### src/rtl/alu_arbiter_pkg.sv
// alu_arbiter_pkg: ALU function codes and controller state encoding shared by the arbiter
package alu_arbiter_pkg;
  typedef enum logic [1:0] {IDLE, EXEC, RESP} state_t;
  localparam logic [3:0] ALU_ADD   = 4'b0000;
  localparam logic [3:0] ALU_SUB   = 4'b0001;
  localparam logic [3:0] ALU_PASSB = 4'b0011;
  localparam logic [3:0] ALU_OR    = 4'b0100;
  localparam logic [3:0] ALU_AND   = 4'b0101;
  localparam logic [3:0] ALU_XOR   = 4'b0111;
  localparam logic [3:0] ALU_SLL   = 4'b1000;
  localparam logic [3:0] ALU_SRL   = 4'b1001;
  localparam logic [3:0] ALU_SRA   = 4'b1010;
  localparam logic [3:0] ALU_SLT   = 4'b1101;
  localparam logic [3:0] ALU_SLTU  = 4'b1111;
endpackage

### src/rtl/alu_arbiter_rr_picker.sv
// rr_picker: first valid requester searching upward from ptr; a constant-zero ptr gives lowest-index priority
module rr_picker #(
  parameter int N_REQ = 2,
  parameter int PW = (N_REQ > 1) ? $clog2(N_REQ) : 1
) (
  input  logic [N_REQ-1:0] valid,
  input  logic [PW-1:0]    ptr,
  output logic [N_REQ-1:0] gnt,
  output logic [PW-1:0]    idx
);
  int j;
  // scanning downward lets the candidate nearest ptr overwrite the rest
  always_comb begin
    gnt = '0;
    idx = '0;
    j = 0;
    for (int k = N_REQ - 1; k >= 0; k--) begin
      j = int'(ptr) + k;
      j = (j >= N_REQ) ? j - N_REQ : j;
      if (valid[j]) begin
        gnt = N_REQ'(1) << j;
        idx = PW'(j);
      end
    end
  end
endmodule

### src/rtl/alu_arbiter.sv
// alu_arbiter: shares one ALU among N_REQ requesters; ALU_ARB_RR_EN selects round-robin, else fixed priority
module alu_arbiter
  import alu_arbiter_pkg::*;
#(
  parameter int N_REQ = 2
) (
  input  logic               clk,
  input  logic               rst,
  input  logic [N_REQ-1:0]   req_valid,
  output logic [N_REQ-1:0]   req_ready,
  input  logic [32*N_REQ-1:0] req_a,
  input  logic [32*N_REQ-1:0] req_b,
  input  logic [5*N_REQ-1:0] req_shamt,
  input  logic [4*N_REQ-1:0] req_alufn,
  output logic [N_REQ-1:0]   rsp_valid,
  output logic [31:0]        rsp_r,
  output logic [3:0]         rsp_flags,
  output logic [31:0]        alu_a,
  output logic [31:0]        alu_b,
  output logic [4:0]         alu_shamt,
  output logic [3:0]         alu_alufn,
  input  logic [31:0]        alu_r,
  input  logic               alu_cf,
  input  logic               alu_zf,
  input  logic               alu_vf,
  input  logic               alu_sf
);
  localparam int PW = (N_REQ > 1) ? $clog2(N_REQ) : 1;
  state_t state, nxt;
  logic [PW-1:0] ptr, idx, w;
  logic [N_REQ-1:0] gnt;
  logic accept;
  rr_picker #(.N_REQ(N_REQ), .PW(PW)) u_pick (
    .valid(req_valid),
    .ptr  (ptr),
    .gnt  (gnt),
    .idx  (idx)
  );
  assign accept    = (state == IDLE) && |req_valid;
  assign req_ready = (state == IDLE) ? gnt : '0;
  assign rsp_valid = (state == RESP) ? N_REQ'(1) << w : '0;
  always_comb nxt = (state == IDLE) ? (accept ? EXEC : IDLE) : (state == EXEC) ? RESP : IDLE;
  always_ff @(posedge clk) begin
    if (rst) begin
      state     <= IDLE;
      w         <= '0;
      alu_a     <= '0;
      alu_b     <= '0;
      alu_shamt <= '0;
      alu_alufn <= '0;
      rsp_r     <= '0;
      rsp_flags <= '0;
    end else begin
      state <= nxt;
      if (accept) begin
        alu_a     <= req_a[32*idx +: 32];
        alu_b     <= req_b[32*idx +: 32];
        alu_shamt <= req_shamt[5*idx +: 5];
        alu_alufn <= req_alufn[4*idx +: 4];
        w         <= idx;
      end
      if (state == EXEC) begin
        rsp_r     <= alu_r;
        rsp_flags <= {alu_cf, alu_zf, alu_vf, alu_sf};
      end
    end
  end
`ifdef ALU_ARB_RR_EN
  always_ff @(posedge clk) begin
    if (rst) ptr <= '0;
    else if (accept) ptr <= (int'(idx) == N_REQ - 1) ? '0 : idx + 1'b1;
  end
`else
  assign ptr = '0;
`endif
endmodule

### config.mk
export PLATFORM = sky130hd
export DESIGN_NAME = alu_arbiter
export DESIGN_NICKNAME = d
export VERILOG_FILES = /design/src/rtl/alu_arbiter_pkg.sv /design/src/rtl/alu_arbiter_rr_picker.sv /design/src/rtl/alu_arbiter.sv
export SDC_FILE = /design/constraint.sdc
export NUM_CORES = 1
export LEC_CHECK = 0
export CORE_ASPECT_RATIO = 0.5
export CORE_MARGIN = 2
export CORE_UTILIZATION = 38
export CTS_CLUSTER_DIAMETER = 50
export DETAILED_ROUTE_END_ITERATION = 8
export GPL_TIMING_DRIVEN = 0
export PLACE_DENSITY = 0.88
export SETUP_SLACK_MARGIN = 0.2
export SLEW_MARGIN = 40
export SYNTH_ARGS = -nofsm -noshare
export SYNTH_HDL_FRONTEND = slang
export SYNTH_SLANG_ARGS = --single-unit
### constraint.sdc
create_clock -name clk -period 1.4 [get_ports clk]
set_input_delay 0.28 -clock clk [delete_from_list [all_inputs] [get_ports clk]]
set_output_delay 0.28 -clock clk [all_outputs]
set_load 0.02 [all_outputs]
==> results.yml, run 1 <==
outcome:
  outcome: "finished with violations"
  violations: "negative setup slack"
finish:
  drive_above_1_share_pct: 31.2
  final_cells: 1090
  multi_input_comb_area_sq_um: 2580
  syn_to_final_growth_pct: 69.9
  antenna_cells: 0
  finalNetCount: 1101
  seq_area_sq_um: 2250
  fill_cells: 1055
worst_setup_path:
  start_kind: "register"
  r2r-start: "state[1]"
  critical_path.max_fanout: 4
  cp_data_arrival_time_ns: 1.22
  ff2ff_setup_slack_ns: -0.09
  r2r_cells: 6
  cp-end-kind: "output port"
  r2r_end: "alu_a[0]"
  worstSetupStartpoint: "state[0]"
  cp_data_required_time_ns: 1.12
  crit_type: "register to output port"
logic_synthesis:
  ys_seq_elements: 112
  syn_nets: 773
  synth_warnings: 0
  ys_types: 19
  postSynthAreaPerCell_sq_um: 8.58
  synthesis.instances: 587
  yosysSeqAreaShare_pct: 44.5
  syn_area_sq_um: 5040
power:
  peakVddDrop_mv: 0.775
  powerDensity_nw_per_um2: 1100
  p_leak_nw: 3.56
  total_power_w: 0.00938
global_route:
  grt_pass1_vias: 5690
  grt_pass1_wl_um: 28800
  antenna_found_initial: 0
  grt_util_all_layers_pct: 25.2
  grt_max_degree: 22
  grt-ovfl-total: 0
clock_network:
  clock_sinks: 112
  cts_tree: "yes"
  cts_inserted_buffers: 9
  h-tree-depth: 3
  insertion_delay_ns: 0.35
  cts_root_buffer: "clkbuf_16"
  clkTransAtPathRegs_ns: 0.08
  cts_buffer_depth: 2
sta:
  final-setup-viol-count: 35
  rsz0062_at_grt: "yes"
  slew_viol_final: 0
  post-route-period-util_pct: 107
  tns_ns: -1.30
  fmax_mhz: 668
  skew_ns: 0.0122
  hold_violations: 0
  tightest_slew_ns: 0.744
  slew_headroom_pct: 50.4
  setup_slack_ns: -0.0977
  min_period_ns: 1.50
worst_hold_path:
  hold_path_depth: 4
  min_from: "req_valid[0]"
  holdPathEnd: "w"
  worstHoldPathType: "input pin to register"
die:
  coreArea_sq_um: 12800
  die_y_um: 85.4
  fp.dieArea_sq_um: 14300
  die_w_um: 167
  initial_utilization_pct: 39.3
  pin_count: 299
  rows: 29
job:
  drv_cap: 0
placement:
  place_ws_ns: -0.840
  dp_hpwl_um: 14000
  gp_congestion: 0.848
  port_buffers: 297
  dp.cells: 1054
detailed_routing:
  wirelength_um: 19300
  viasPerCell: 5.26
  wire_per_inst_um: 17.7
  vias: 5733
  drt-initial-drc-count: 336
  route.detailed.drc: 0
  dr.pass1.iters: 5
  ant_nets: 0
==> worst max-delay path, cell delays in order, from the launching register on <==
cell and delay [ns]:
dfxtp_4 0.37, nor2_4 0.13, buf_6 0.11, and2_4 0.14, buf_6 0.12
==> per-layer routing <==
layer / GRT usage, % / share of wire, % / routed length [um] / up-vias
li1: - / - / - / 2710
met1: 29.4 / 40 / 7770 / 2728
met2: 45.2 / 51 / 9790 / 231
met3: 4.57 / 4.9 / 939 / 64
met4: 12.5 / 4.1 / 794 / 0
met5: 0 / 0 / 0 / -
==> power by group <==
group	internal (W)	leakage (nW)	switching [W]	total, W
Combinational	0.00144	2.48	0.00150	0.00294
Clock	0.00145	0.158	0.00132	0.00277
Sequential	0.00350	0.927	0.000172	0.00367
==> logic make-up after synthesis <==
logic type / share of synthesized area (%)
AO/OA/AOI/OAI: 30.9
flip-flops: 44.5
AND/OR/NAND/NOR: 18.0
buffers and inverters: 6.61
==> cell usage in the layout (no fill, tap or decap) <==
cell,count
nand2b_1,1
a21oi_1,108
buf_12,4
nor2b_1,2
dfxtp_2,1
a311oi_2,72
nor2_4,1
bufinv_16,1
a311oi_1,1
or2_1,1
nor3b_1,1
inv_6,3
nor2_1,1
inv_8,2
clkbuf_4,2
nand2_1,218
a21oi_2,2
and2_4,2
clkbuf_1,7
buf_6,23
and3b_1,1
bufbuf_16,2
dfxtp_4,2
buf_4,29
nor3_1,1
nand2b_4,1
clkdlybuf4s50_1,182
nor3_4,1
dfxtp_1,109
nor2b_2,1
clkbuf_16,12
buf_2,124
clkinv_8,1
clkdlybuf4s15_2,1
==> worst max path at each step <==
stage	end	depth (start not counted)
3_5_place_dp	req_ready[1]	5
5_1_grt	alu_b[29]	6
6_report	req_ready[0]	4
3_3_place_gp	req_ready[1]	5
2_1_floorplan	rsp_valid[0]	1
4_1_cts	req_ready[0]	4
==> state kept, by name, summed over array words and instances, names as in the netlist <==
| register | count |
|---|---|
| alu_b | 32 |
| rsp_flags | 4 |
| alu_a | 32 |
| state | 2 |
| rsp_r | 32 |
| alu_shamt | 5 |
| alu_alufn | 4 |
| w | 1 |
==> layout make-up <==
type                    count  area share (%)
flip-flops and latches    112            26.3
multi-input cells         415            30.2
repair buffers            317            31.0
well taps                 170            2.49
plain buffers              60            6.24
clock buffers               9            2.63
clock inverters             7            1.11
==> synth_stat cells <==
cell | count | share of area [%]
dfxtp_1 | 112 | 44
nor2b_1 | 3 | 0.37
nor2_1 | 1 | 0.074
a311oi_1 | 14 | 2.4
nand2_1 | 218 | 16
nor3b_1 | 1 | 0.15
buf_2 | 41 | 4.1
and2_1 | 2 | 0.25
nand2b_1 | 2 | 0.25
a21oi_1 | 110 | 11
buf_1 | 1 | 0.074
or2_1 | 1 | 0.12
a311oi_2 | 59 | 18
buf_6 | 7 | 1.6
buf_4 | 1 | 0.15
and3b_1 | 1 | 0.17
clkbuf_1 | 10 | 0.75
nor3_1 | 2 | 0.20
nor2_2 | 1 | 0.12
==> what timing repair did <==
action,in CTS,in global routing
cloned,7,2
setup endpoints to repair,219,120
hold buffers,0,0
resized for setup,545,15
buffers inserted,8,3
pin swaps,5,5
==> metrics by stage <==
step | hold WS, ns | util, % | instance area, sq um
finish | 0.374 | 66.8 | 8560
global placement | 0.442 | 64.3 | 8240
CTS | 0.267 | 65.9 | 8440
global route | 0.381 | 66.8 | 8560
floorplan | 0.416 | - | 5050
detailed placement | 0.447 | 64.3 | 8240
(Power assumes the default switching activity.)
==> inputs of run 2 (changes only) <==
- CTS_CLUSTER_DIAMETER: 50 -> default
==> results of run 2 <==
The final DEF is identical to that of run 1; final timing and power are the same.
